## src/rtl/frame_config_ctrl.sv

```systemverilog
// rtl/frame_config_ctrl.sv - configuration frame sequencer: header decode, row load, one-hot column strobe
// Optional FRAME_CHECKSUM_EN adds a CHECK state that verifies an XOR checksum word before strobing.
`timescale 1ns/1ps
module frame_config_ctrl #(
    parameter int FrameBitsPerRow = 32,
    parameter int MaxFramesPerCol = 20,
    parameter int NumRows         = 4,
    parameter int NumCols         = 4
) (
    input  logic                                 CLK,
    input  logic                                 resetn,
    input  logic [FrameBitsPerRow-1:0]           cfg_data,
    input  logic                                 cfg_valid,
    output logic                                 cfg_ready,
    input  logic                                 cfg_abort,
    output logic [NumRows*FrameBitsPerRow-1:0]   FrameData,
    output logic [NumCols*MaxFramesPerCol-1:0]   FrameStrobe,
    output logic                                 busy,
    output logic                                 err,
    output logic [15:0]                          frame_cnt
);

    localparam int ROW_W = (NumRows > 1) ? $clog2(NumRows) : 1;
    localparam int STB_W = NumCols * MaxFramesPerCol;
    localparam logic [ROW_W-1:0] LAST_ROW = ROW_W'(NumRows - 1);

    typedef enum logic [2:0] {
        IDLE,
        DATA,
        SETUP,
        STROBE,
        GAP
`ifdef FRAME_CHECKSUM_EN
        , CHECK
`endif
    } state_t;

    state_t state, next_state;

    logic [7:0]       col_q;
    logic [7:0]       frm_q;
    logic [ROW_W-1:0] row_cnt;
    logic             hs;
    logic             hdr_ok;
    logic [31:0]      hdr_col;
    logic [31:0]      hdr_frm;
    logic [31:0]      strobe_idx;
    logic [STB_W-1:0] strobe_onehot;
    logic             load_hdr;
    logic             wr_row;
    logic             fire;
    logic             err_next;
`ifdef FRAME_CHECKSUM_EN
    logic [FrameBitsPerRow-1:0] csum;
`endif

    // Handshake qualifiers come only from the registered state.
    assign cfg_ready = (state == IDLE) || (state == DATA)
`ifdef FRAME_CHECKSUM_EN
                       || (state == CHECK)
`endif
                       ;
    assign busy = (state != IDLE);
    assign hs   = cfg_valid & cfg_ready;

    assign hdr_col = {24'd0, cfg_data[23:16]};
    assign hdr_frm = {24'd0, cfg_data[15:8]};
    assign hdr_ok  = (cfg_data[31:24] == 8'hA5) &&
                     (hdr_col < 32'(NumCols)) &&
                     (hdr_frm < 32'(MaxFramesPerCol));

    assign strobe_idx = {24'd0, col_q} * 32'(MaxFramesPerCol) + {24'd0, frm_q};

    always_comb begin
        strobe_onehot = '0;
        for (int i = 0; i < STB_W; i++) begin
            strobe_onehot[i] = (strobe_idx == 32'(i));
        end
    end

    always_ff @(posedge CLK or negedge resetn) begin
        if (!resetn) begin
            state <= IDLE;
        end else begin
            state <= next_state;
        end
    end

    // Abort takes priority over any handshake in the abortable states.
    always_comb begin
        next_state = state;
        load_hdr   = 1'b0;
        wr_row     = 1'b0;
        fire       = 1'b0;
        err_next   = 1'b0;
        case (state)
            IDLE: begin
                if (!cfg_abort && hs) begin
                    if (hdr_ok) begin
                        load_hdr   = 1'b1;
                        next_state = DATA;
                    end else begin
                        err_next = 1'b1;
                    end
                end
            end
            DATA: begin
                if (cfg_abort) begin
                    next_state = IDLE;
                end else if (hs) begin
                    wr_row = 1'b1;
                    if (row_cnt == LAST_ROW) begin
`ifdef FRAME_CHECKSUM_EN
                        next_state = CHECK;
`else
                        next_state = SETUP;
`endif
                    end
                end
            end
`ifdef FRAME_CHECKSUM_EN
            CHECK: begin
                if (cfg_abort) begin
                    next_state = IDLE;
                end else if (hs) begin
                    if (cfg_data == csum) begin
                        next_state = SETUP;
                    end else begin
                        err_next   = 1'b1;
                        next_state = IDLE;
                    end
                end
            end
`endif
            SETUP: begin
                if (cfg_abort) begin
                    next_state = IDLE;
                end else begin
                    fire       = 1'b1;
                    next_state = STROBE;
                end
            end
            STROBE:  next_state = GAP;
            GAP:     next_state = IDLE;
            default: next_state = IDLE;
        endcase
    end

    always_ff @(posedge CLK or negedge resetn) begin
        if (!resetn) begin
            FrameData   <= '0;
            FrameStrobe <= '0;
            err         <= 1'b0;
            frame_cnt   <= 16'd0;
            col_q       <= 8'd0;
            frm_q       <= 8'd0;
            row_cnt     <= '0;
        end else begin
            err         <= err_next;
            FrameStrobe <= fire ? strobe_onehot : '0;
            if (fire) begin
                frame_cnt <= frame_cnt + 16'd1;
            end
            if (load_hdr) begin
                col_q   <= cfg_data[23:16];
                frm_q   <= cfg_data[15:8];
                row_cnt <= '0;
            end
            if (wr_row) begin
                FrameData[row_cnt*FrameBitsPerRow +: FrameBitsPerRow] <= cfg_data;
                row_cnt <= row_cnt + 1'b1;
            end
        end
    end

`ifdef FRAME_CHECKSUM_EN
    // Running XOR restarts with the first data word of each frame.
    always_ff @(posedge CLK or negedge resetn) begin
        if (!resetn) begin
            csum <= '0;
        end else if (wr_row) begin
            csum <= (row_cnt == '0) ? cfg_data : (csum ^ cfg_data);
        end
    end
`endif

endmodule

```

## config.mk

```make
export PLATFORM = sky130hd
export DESIGN_NAME = frame_config_ctrl
export DESIGN_NICKNAME = d
export VERILOG_FILES = /design/src/rtl/frame_config_ctrl.sv
export SDC_FILE = /design/constraint.sdc
export NUM_CORES = 1
export LEC_CHECK = 0
export CAP_MARGIN = 20
export CORE_UTILIZATION = 35
export CTS_BUF_LIST = sky130_fd_sc_hd__clkbuf_8
export DETAILED_ROUTE_END_ITERATION = 12
export HOLD_SLACK_MARGIN = 0.03
export PLACE_DENSITY = 0.63
export SETUP_SLACK_MARGIN = 0.4
export SYNTH_ARGS = -nofsm -noshare
export SYNTH_HDL_FRONTEND = slang
export SYNTH_SLANG_ARGS = --single-unit
```

## constraint.sdc

```tcl
create_clock -name CLK -period 6.45 [get_ports CLK]
set_clock_uncertainty 0.1 [all_clocks]
set_input_delay 0.645 -clock CLK [delete_from_list [all_inputs] [get_ports CLK]]
set_output_delay 0.645 -clock CLK [all_outputs]
set_load 0.01 [all_outputs]
```

==> Word-level counts from Yosys, hierarchy flattened <==
Index checks and enable logic that the tools add are counted.
{ "word_totals": {"output_inout_bits": 227, "register_bits": 246} }
{ "op_classes": {"muxes": 22, "order_cmp": 2, "addsub": 4, "bitwise_logic": 1, "reduce_logical": 10, "n_mul": 1, "shifts": 2, "n_eq_ne": 88} }
{ "ops": {"columns": ["op", "n"], "rows": [
  ["equality test 14 x 6 -> 1 bit, second input constant", 32],
  ["equality test 14 x 5 -> 1 bit, second input constant", 16],
  ["equality test 14 x 7 -> 1 bit, second input constant", 16],
  ["bitwise mux 128 bit", 1],
  ["variable shift 32 x 34 -> 128 bit, first input constant", 1],
  ["indexed part select 32 x 34 -> 128 bit", 1],
  ["equality test 14 x 4 -> 1 bit, second input constant", 8],
  ["2-to-1 mux 80 bit", 1],
  ["equality test 14 x 3 -> 1 bit, second input constant", 4],
  ["negator 7 -> 34 bit", 1],
  ["zero test 32 bit", 1],
  ["equality test 14 x 2 -> 1 bit, second input constant", 2],
  ["adder 16 x 1 -> 16 bit, second input constant", 1],
  ["2-to-1 mux 3 bit", 5],
  ["adder 13 x 8 -> 14 bit", 1],
  ["equality test 14 x 1 -> 1 bit, second input constant", 1],
  ["case mux 3 bit (4 select lines)", 1],
  ["multiplier 8 x 3 -> 11 bit, second input constant", 1],
  ["2-to-1 mux 1 bit", 11],
  ["equality test 8 bit, second input constant", 1],
  ["< comparator 8 x 3 -> 1 bit, second input constant", 1],
  ["< comparator 8 x 5 -> 1 bit, second input constant", 1],
  ["equality test 3 x 2 -> 1 bit, second input constant", 2],
  ["2-to-1 mux 2 bit", 3],
  ["other kinds (15)", 17]
]} }

==> Depth between registers and ports, before layout <==
Gate-level depths: netlist of run 1.
{ "logic_depth": {"ltp_word": 8, "mapped_depth": 13, "ltp_nobuf": 11} }

==> Worst setup path after synthesis of run 1 <==
OpenSTA, ideal clock, no wires.
{ "synth_timing": {"path_kind": "reg-to-reg", "startpoint": "register col_q[1]", "endpoint": "register FrameStrobe[44]", "path_stages_with_launch": 14, "path_slack_ns": 3.043, "arrival_time_ns": 3.212, "setup_time_ns": 0.095, "path_buffers": 2, "path_cell_list": "dfrtp_1 ha_1 ha_1 inv_1 fa_1 xnor2_1 ha_1 buf_4 nand2_2 or3_4 nor4_4 o221ai_4 buf_6 nor4b_2"} }
{ "synth_between": {"elab_chain_len": 4} }
{ "synth_rtl": {"columns": ["item", "line", "source"], "rows": [
  ["from (decl)", "40", "logic [7:0] col_q;"],
  ["from (signal assigned)", "165", "col_q <= cfg_data[23:16];"],
  ["multiplier 8 x 3 -> 11 bit", "72", "assign strobe_idx = {24'd0, col_q} * 32'(MaxFramesPerCol) + {24'd0, frm_q};"],
  ["adder 13 x 8 -> 14 bit", "72", null],
  ["equality test 14 x 6 -> 1 bit", "77", "strobe_onehot[i] = (strobe_idx == 32'(i));"],
  ["2-to-1 mux 80 bit", "160", "FrameStrobe <= fire ? strobe_onehot : '0;"],
  ["to (signal assigned)", "160", null],
  ["to (decl)", "17", "output logic [NumCols*MaxFramesPerCol-1:0] FrameStrobe,"]
]} }
No other way between the ends.
A chain may end at the register's enable or synchronous reset.

==> Worst setup path after layout of run 1 <==
{ "layout_timing": {"startpoint": "register col_q[1]", "endpoint": "register FrameStrobe[5]"} }
{ "layout_between": {"elab_chain_len": 4} }
{ "layout_rtl": {"columns": ["item", "line"], "rows": [
  ["multiplier 8 x 3 -> 11 bit", "72"],
  ["adder 13 x 8 -> 14 bit", "72"],
  ["equality test 14 x 3 -> 1 bit", "77"],
  ["2-to-1 mux 80 bit", "160"]
]} }
No other way between the ends.

==> impl_metrics.tcl, run 1 <==
set metrics [dict create \
    status "completed" \
    crit_path_start "col_q[1]$_DFFE_PN0P_" \
    post_cts_buffers 0 \
    vias_per_cell 4.90 \
    wl_met2_um 14600 \
    vdd_drop_max_mv 0.151 \
    power_switching_mw 1.36 \
    grtUsageTotal 0.201 \
    grt_overflow 0 \
    antenna_found_initial 0 \
    cts_tree "done" \
    async_reset_ff_frac 1.00 \
    die-area_um2 30800 \
    wl_met3_um 1580 \
    io_pins 263 \
    slew_headroom 0.327 \
    syn_area_per_cell_um2 10.4 \
    port-buffer-count 262 \
    cp.required_ns 6.71 \
    dieWidth_um 175 \
    fin_crit_sh 0.631 \
    tightest_slew_ns 1.01 \
    swShare 0.309 \
    seq_area_frac_synth 0.585 \
    ys_warn_count 0 \
    dp_slack_ns 2.42 \
    rsz0062_at_grt "no" \
    diodes 0 \
    hp-class "input pin to async pin" \
    fmax_ghz 0.246 \
    layout-drive-gt1-share 0.104 \
    synth_area_um2 10500 \
    drv_slew 0 \
    cts_resized 0 \
    route.detailed.drc 0 \
    worst-path-max-fanout 80 \
    drt-initial-drc-count 518 \
    layout_commonest_cell "nand2_1" \
    setup_viol 0 \
    path_class "flip-flop to flip-flop" \
    grt_pass1_vias 8300 \
    area_delta_synth_final_pct 37.0 \
    end_kind "flip-flop" \
    synth_cell_types 46 \
    final_cell_mix "nand2_1 (278), clkdlybuf4s50_1 (261), dfrtp_1 (246)" \
    syn_nets 1075 \
    p_leak_nw 6.14 \
    reg2reg_from "col_q[1]$_DFFE_PN0P_" \
    fin_ws_ns 2.38 \
    core_area_um2 29600 \
    pwr-share-comb 0.248 \
    vias 8269 \
    cts_hold_buf 0 \
    htreeDepth 2 \
    crit_slowest_cell "buf_4" \
    ys_ff_latch 246 \
    ys.flop_type "dfrtp_1" \
    wl_per_cell_um 18.1 \
    place_congestion 0.780 \
    hold_violations 0 \
    layout.nets 1330 \
    period_minus_slack_ns 4.07 \
    clockBufferDepth 3 \
    numCtsBuffers 43 \
    met1_length_um 13500 \
    top_layer "met4" \
    p_clk_frac 0.331 \
    path_cells "ha_1 -> ha_1 -> inv_1 -> fa_1 -> xnor2_1 -> ha_1 -> nand2_2 -> or3_4 -> o21a_1 -> o221ai_4 -> buf_4 -> nor3_1" \
    setup_tns_ns 0 \
    arrival_ns 4.33 \
    insertion_delay_ns 0.54 \
    cp-start-kind "flip-flop" \
    clock-root-buffer "clkbuf_8" \
    seq_power_share 0.421 \
    start_util 0.355 \
    drtPass1Iterations 5 \
    critPathMostFrequentCell "ha_1" \
    numClockSinks 246 \
    ant_nets 0 \
    hpwl_um 20200 \
    postSynthCellCount 1012 \
    totalWireLength_um 30600 \
    placementRows 63 \
    dieHeight_um 175 \
    grt_max_degree 143 \
    power_density_nw_per_um2 306 \
    post-route-util 0.487 \
    synth_edf_count 0 \
    cap_viol_max_count 0 \
    fillers 2748 \
    cp_slowest_stage_delay_ns 0.77 \
    path_clk_slew_ns 0.06 \
    grt_pass1_wl_um 48500 \
    intPower_mw 3.05 \
]
## stage by stage
| step | power (mW) | instances | area, um^2 | hold slack (ns) |
|---|---|---|---|---|
| 2_1_floorplan | 2.33 | 1012 | 10500 | 0.249 |
| 3_3_place_gp | 2.95 | 1607 | 13400 | 0.357 |
| 3_5_place_dp | 2.98 | 1607 | 13400 | 0.366 |
| 4_1_cts | 4.46 | 1683 | 14300 | 0.0585 |
| 5_1_grt | 4.66 | 1688 | 14400 | 0.0837 |
| 6_report | 4.41 | 1688 | 14400 | 0.0351 |
## flip-flops by register name, summed over array words and instances, names as in the netlist
| register | flops |
|---|---|
| frm_q | 8 |
| FrameData | 128 |
| state | 3 |
| col_q | 8 |
| frame_cnt | 16 |
| FrameStrobe | 80 |
| row_cnt | 2 |
| err | 1 |
## worst paths after layout
kind | to | slack [ns] | cells after the start
worst max register to register | FrameStrobe[5]$_DFF_PN0_ | 2.38 | 12
worst min register to register | frame_cnt[15]$_DFFE_PN0P_ | 0.37 | 1
min in group CLK | frame_cnt[15]$_DFFE_PN0P_ | 0.37 | 1
max in group asynchronous | row_cnt[0]$_DFFE_PN0P_ | 4.89 | 2
worst min-delay path | FrameStrobe[73]$_DFF_PN0_ | 0.04 | 1
worst max-delay path | FrameStrobe[5]$_DFF_PN0_ | 2.38 | 12
## worst max-delay path: cells and delay by family (launching register included)
kind	cells	cell delay (ns)
DFF	1	0.43
and+or+nand+nor	3	0.70
AOI/OAI and AO/OA	2	0.26
buffers and inverters	2	0.83
xor gates and xnor gates	1	0.15
adders and majority gates	4	1.34
## final cells by class
class | count | area, um^2 | area share
inverter | 8 | 30.0 | 0.00208
multi-input combinational | 691 | 4060 | 0.281
timing repair buffer | 277 | 2810 | 0.195
tap | 390 | 488 | 0.0338
sequential | 246 | 6160 | 0.427
clock buffer | 53 | 729 | 0.0505
clock inverter | 23 | 158 | 0.0109
## per-layer routing
| metal | vias up | track usage |
|---|---|---|
| met4 | 0 | 0.0714 |
| met3 | 59 | 0.0379 |
| met2 | 210 | 0.323 |
| met5 | - | 0 |
| met1 | 4036 | 0.272 |
| li1 | 3964 | - |
## cells in the mapped netlist (all sizes together), types with 6 or more instances
cell type	instances	area (um^2)
a21oi	10	50.1
and2b	9	67.6
buf	17	131
clkbuf	50	188
dfrtp	246	6160
ha	25	313
inv	8	30.0
mux2	9	101
nand2	283	1060
nand3	33	165
nand4	8	50.1
nor2	20	75.1
nor3	25	125
nor4	38	283
nor4b	36	528
o21ai	131	656
xnor2	14	123
xor2	6	52.6
## cell families after synthesis
kind of cell | after synthesis | synth area share
flip-flops | 246 | 0.585
multiplexers | 10 | 0.0106
adder cells (fa/ha/maj) | 27 | 0.0335
buffers and inverters | 75 | 0.0331
XOR/XNOR | 20 | 0.0166
AND/OR/NAND/NOR | 479 | 0.242
AO/OA/AOI/OAI | 155 | 0.0797
## power by group through the flow
stage | Sequential, mW | Clock [mW] | Combinational, mW
final | 1.86 | 1.46 | 1.10
after global routing | 1.88 | 1.57 | 1.21
after CTS | 1.86 | 1.50 | 1.10
after detailed placement | 1.88 | 0 | 1.10
after global placement | 1.87 | 0 | 1.08
after floorplan | 1.95 | 0 | 0.387
Power figures use the tool's default switching activity.
==> inputs of run 2 (changes only) <==
==> constraint.sdc (replaced) <==
create_clock -name CLK -period 3.9 [get_ports CLK]
set_clock_uncertainty 0.1 [all_clocks]
set_input_delay 0.39 -clock CLK [delete_from_list [all_inputs] [get_ports CLK]]
set_output_delay 0.39 -clock CLK [all_outputs]
set_load 0.01 [all_outputs]
==> run 2 against run 1 <==
Final cell count grew 1.4%. Maximum frequency grew 19%. First-iteration DRC count grew 11%. Worst hold slack gained 0.34 ns. Sequential share of layout area shrank 1.5 points. Setup slack lost 1.9 ns. Total power grew 61%. Sequential cell count is the same. Sequential power grew 65%. Core utilization grew 1.8 points. Clock power grew 54%. Global-route usage grew 0.40 points. Largest power group unchanged.
==> impl_metrics.tcl, run 2 (synthesis gave the netlist of run 1 again) <==
set metrics [dict create \
    status "completed" \
    die-area_um2 30800 \
    rsz0062_at_grt "yes" \
    clock-root-buffer "clkbuf_8" \
    grt_pass1_vias 8453 \
    arrival_ns 3.74 \
    cp_slowest_stage_delay_ns 0.54 \
    fmax_ghz 0.293 \
    grt_pass1_wl_um 49600 \
    path_clk_slew_ns 0.06 \
    p_clk_frac 0.316 \
    busiest_layer "met2" \
    dieHeight_um 175 \
    totalWireLength_um 31400 \
    pwr-share-comb 0.253 \
    final_cell_mix "nand2_1 (276), clkdlybuf4s50_1 (261), dfrtp_1 (246)" \
    crit_slowest_cell "fa_2" \
    cap_viol_max_count 0 \
    critPathMostFrequentCell "inv_2" \
    largest_reg_flops 128 \
    clockBufferDepth 3 \
    post-route-util 0.505 \
    layout.nets 1357 \
    largestRegisters "FrameData (128), FrameStrobe (80), frame_cnt (16)" \
    drt-initial-drc-count 575 \
    grtUsageMet3 0.0383 \
    core_area_um2 29600 \
    cp.required_ns 4.23 \
    setup_viol 0 \
    place_congestion 0.859 \
    vias_per_cell 4.95 \
    vias 8463 \
    start_util 0.355 \
    cp-start-kind "flip-flop" \
    insertion_delay_ns 0.55 \
    slew_headroom 0.324 \
    cts_tree "done" \
    whs_ns 0.373 \
    fin_crit_sh 0.874 \
    fin_ws_ns 0.491 \
    numCtsBuffers 43 \
    io_pins 263 \
    layout_commonest_cell "nand2_1" \
    final_cells 1711 \
    hp-class "flip-flop to flip-flop" \
    vdd_drop_max_mv 0.312 \
    path_class "flip-flop to flip-flop" \
    crit_path_start "col_q[3]$_DFFE_PN0P_" \
    drtPass1Iterations 5 \
    tightest_slew_ns 1.01 \
    worst-path-max-fanout 7 \
    power_switching_mw 2.21 \
    power_density_nw_per_um2 476 \
    antenna_found_initial 0 \
    htreeDepth 2 \
    seq_power_share 0.431 \
    diodes 0 \
    met1_usage 0.274 \
    hold_violations 0 \
    route.detailed.drc 0 \
    hpwl_um 20500 \
    path_cells "ha_1 -> ha_2 -> inv_2 -> fa_2 -> inv_2 -> ha_4 -> nand2_4 -> or3_4 -> nor4_4 -> o221ai_4 -> buf_12 -> clkbuf_16 -> nor4b_2" \
    placed_cells 1623 \
    placementRows 63 \
    ant_nets 0 \
    setup_tns_ns 0 \
    min-delay-start "frame_cnt[15]$_DFFE_PN0P_" \
    p_leak_nw 6.29 \
    grt_overflow 0 \
    period_minus_slack_ns 3.41 \
    grt_max_degree 134 \
    area_delta_synth_final_pct 42.1 \
    use_met2 0.341 \
    dieWidth_um 175 \
    dp_slack_ns 0.0895 \
    wl_per_cell_um 18.4 \
    reg2reg_from "col_q[3]$_DFFE_PN0P_" \
    grtUsageTotal 0.205 \
    drv_slew 0 \
    layout-drive-gt1-share 0.142 \
    swShare 0.311 \
    end_kind "flip-flop" \
    port-buffer-count 262 \
    intPower_mw 4.91 \
    numClockSinks 246 \
    top_register "FrameData" \
]
## run 2: worst paths after layout
path | cells after the start | endpoint | slack [ns]
max reg2reg | 13 | FrameStrobe[39]$_DFF_PN0_ | 0.49
max | 13 | FrameStrobe[39]$_DFF_PN0_ | 0.49
max in group asynchronous | 3 | FrameStrobe[1]$_DFF_PN0_ | 2.20
min | 1 | frame_cnt[15]$_DFFE_PN0P_ | 0.37
min in group asynchronous | 2 | FrameStrobe[24]$_DFF_PN0_ | 0.46
min reg2reg | 1 | frame_cnt[15]$_DFFE_PN0P_ | 0.37
## run 2: stage by stage
| step | total power [mW] | area, um^2 |
|---|---|---|
| finish | 7.12 | 15000 |
| global route | 7.55 | 15000 |
| CTS | 7.21 | 14600 |
| detailed placement | 4.94 | 13600 |
| global placement | 4.90 | 13600 |
| floorplan | 3.86 | 10500 |
## run 2: cell type report
cell class / count / area [um^2]
Timing Repair Buffer: 304 / 3130
Clock inverter: 22 / 119
Multi-Input combinational cell: 691 / 4360
Clock buffer: 50 / 688
Fill cell: 2761 / 14700
Sequential cell: 246 / 6160
Tap cell: 390 / 488
Inverter: 8 / 30.0
## run 2: timing repair
action                                  in CTS  in global routing
pin swaps                                    2                  6
resized for setup                           10                 45
endpoints found under the setup margin      71                 78
hold buffers                                 1                  0
gates cloned                                 3                  2
setup buffers                                3                  7
hold endpoints to repair                   130                  0
## run 2: layer usage
metal	up-vias	routed length, um
li1	4019	-
met1	4139	13600
met4	0	685
met3	50	1690
met5	-	0
met2	255	15400
## run 2: power by group through the flow
stage | Clock [mW] | Sequential, mW | Combinational (mW)
finish | 2.25 | 3.07 | 1.80
global route | 2.44 | 3.11 | 2.00
CTS | 2.30 | 3.07 | 1.83
detailed placement | 0 | 3.11 | 1.82
global placement | 0 | 3.10 | 1.80
floorplan | 0 | 3.22 | 0.640
## run 2: worst max-delay path: cells and delay by family, from the launching register on
kind                       cells  cell delay [ns]
adders and majority gates      4             1.30
and+or+nand+nor                4             0.91
buffers and inverters          4             0.44
DFF                            1             0.38
AOI/OAI and AO/OA              1             0.17
==> inputs of run 3 (changes only) <==
--- a/config.mk
+++ b/config.mk
@@ -6,11 +6,12 @@
 export NUM_CORES = 1
 export LEC_CHECK = 0
 export CAP_MARGIN = 20
-export CORE_UTILIZATION = 35
+export CORE_UTILIZATION = 30
 export CTS_BUF_LIST = sky130_fd_sc_hd__clkbuf_8
 export DETAILED_ROUTE_END_ITERATION = 12
 export HOLD_SLACK_MARGIN = 0.03
-export PLACE_DENSITY = 0.63
+export PLACE_DENSITY = 0.56
+export REMOVE_ABC_BUFFERS = 1
 export SETUP_SLACK_MARGIN = 0.4
 export SYNTH_ARGS = -nofsm -noshare
 export SYNTH_HDL_FRONTEND = slang
==> run 3 against run 2 <==
Setup slack worse by 0.11 ns. Die area up 16%. Global-route usage down 2.7 points. Clock power up 15%. Largest cell class unchanged. Largest power group unchanged. Final cell count up 5.0%. Sequential share of layout area down 2.6 points. First-iteration DRC count down 7.0%. Non-clock buffer count up 8. Final area up 6.7%. Count of clock-buffer cells in the layout up 10. Wire length up 5.6%.
==> impl_metrics.tcl, run 3 (synthesis gave the netlist of run 1 again) <==
set metrics [dict create \
    status "completed" \
    route.detailed.drc 0 \
    path_clk_slew_ns 0.06 \
    start_util 0.305 \
    clockBufferDepth 3 \
    top_layer "met4" \
    grt_max_degree 106 \
    hold_violations 0 \
    cts_tree "done" \
    whs_ns 0.355 \
    rsz0062_at_grt "yes" \
    arrival_ns 3.89 \
    vias 8498 \
    fillers 3222 \
    setup_tns_ns 0 \
    power_switching_mw 2.37 \
    grt_overflow 0 \
    totalWireLength_um 33200 \
    largest_reg_flops 128 \
    htreeDepth 2 \
    grtUsageTotal 0.178 \
    cp-start-kind "flip-flop" \
    final_cells 1796 \
    fmax_ghz 0.284 \
    dieHeight_um 189 \
    wl_per_cell_um 18.5 \
    setup_viol 0 \
    met1_length_um 14900 \
    clock-root-buffer "clkbuf_8" \
    post-route-util 0.462 \
    hpwl_um 20000 \
    antenna_found_initial 1 \
    pwr-share-comb 0.250 \
    power_density_nw_per_um2 472 \
    largestRegisters "FrameData (128), FrameStrobe (80), frame_cnt (16)" \
    place_congestion 0.809 \
    placed_cells 1686 \
    numCtsBuffers 45 \
    path_class "flip-flop to flip-flop" \
    post_dp_cell_area_um2 13700 \
    drtPass1Iterations 4 \
    vias_per_cell 4.73 \
    die-area_um2 35900 \
    swShare 0.315 \
    fin_ws_ns 0.379 \
    fin_crit_sh 0.903 \
    vdd_drop_max_mv 0.325 \
    cap_viol_max_count 0 \
    p_leak_nw 6.52 \
    grt_pass1_wl_um 49900 \
    layout.nets 1367 \
    post-route-cell-area_um2 16000 \
    wl_met2_um 15700 \
    core_area_um2 34500 \
    layout_commonest_cell "nand2_1" \
    dieWidth_um 189 \
    layout-drive-gt1-share 0.174 \
    wl_met3_um 1840 \
    cp.required_ns 4.27 \
    top_register "FrameData" \
    drt-initial-drc-count 535 \
    dp_slack_ns 0.109 \
    area_delta_synth_final_pct 51.7 \
    drv_slew 0 \
    placementRows 68 \
    final_cell_mix "nand2_1 (276), clkdlybuf4s50_1 (261), dfrtp_1 (246)" \
    tightest_slew_ns 0.926 \
    hp-class "input pin to async pin" \
    insertion_delay_ns 0.57 \
    seqCellArea_um2 6160 \
    seq_power_share 0.407 \
    end_kind "flip-flop" \
    p_total_mw 7.53 \
    worst-path-max-fanout 8 \
    intPower_mw 5.16 \
    p_clk_frac 0.343 \
    port-buffer-count 262 \
    numClockSinks 246 \
    multi_input_area_um2 4880 \
    period_minus_slack_ns 3.52 \
    ant_nets 0 \
    io_pins 263 \
    slew_headroom 0.380 \
    grt_pass1_vias 8462 \
]
run 3: changes by cell type in the layout (fill, tap and decap cells not counted), moves of 5 or more:
cell / change
nor3_1: -13
nor4_1: -8
inv_1: -5
nor4b_2: -26
nor4b_4: +26
nor4_2: -10
nor4_4: +18
nor3_2: +12
clkbuf_16: +6
clkbuf_8: +10
clkinv_2: +6
run 3: what timing repair did:
item	in CTS	in global routing
gates cloned	4	10
pin swaps	3	72
setup buffers	4	6
endpoints found under the setup margin	80	77
hold endpoints to repair	100	0
hold buffers	1	0
resized for setup	15	114
run 3: path summary, 6_finish.rpt:
check,slack (ns),start,depth (start not counted),end
worst max register to register,0.38,col_q[3]$_DFFE_PN0P_,13,FrameStrobe[74]$_DFF_PN0_
max in group asynchronous,2.42,resetn,3,FrameStrobe[11]$_DFF_PN0_
min in group CLK,0.37,cfg_data[3],3,FrameData[99]$_DFFE_PN0P_
worst min-delay path,0.35,resetn,2,FrameData[86]$_DFFE_PN0P_
worst max-delay path,0.38,col_q[3]$_DFFE_PN0P_,13,FrameStrobe[74]$_DFF_PN0_
worst min register to register,0.37,frame_cnt[15]$_DFFE_PN0P_,1,frame_cnt[15]$_DFFE_PN0P_
run 3: power by group through the flow:
| stage | clock network (mW) | registers (mW) | logic, mW |
|---|---|---|---|
| floorplan | 0 | 3.23 | 0.611 |
| global placement | 0 | 3.10 | 1.90 |
| detailed placement | 0 | 3.11 | 1.92 |
| CTS | 2.67 | 3.07 | 1.92 |
| global route | 2.80 | 3.11 | 2.07 |
| finish | 2.59 | 3.07 | 1.88 |
run 3: per-layer routing:
metal	vias to the layer above	track usage
met3	53	0.0382
met1	4152	0.242
met2	240	0.283
li1	4053	-
met5	-	0
met4	0	0.0577
run 3: worst max-delay path, stage by stage (launching register included):
cell	delay, ns
dfrtp_1	0.43
ha_4	0.29
ha_4	0.13
inv_2	0.04
fa_2	0.54
inv_2	0.04
ha_4	0.28
nand2_4	0.06
or3_4	0.40
nor4_4	0.27
o221ai_4	0.22
buf_12	0.21
clkbuf_16	0.17
nor4_4	0.23
run 3: cell type report:
cell class / instances / share of cell area
Sequential cell: 246 / 0.385
Inverter: 8 / 0.00188
Tap cell: 455 / 0.0356
Clock inverter: 23 / 0.00838
Clock buffer: 60 / 0.0517
Antenna cell: 1 / 0.000157
Timing Repair Buffer: 312 / 0.211
Multi-Input combinational cell: 691 / 0.306
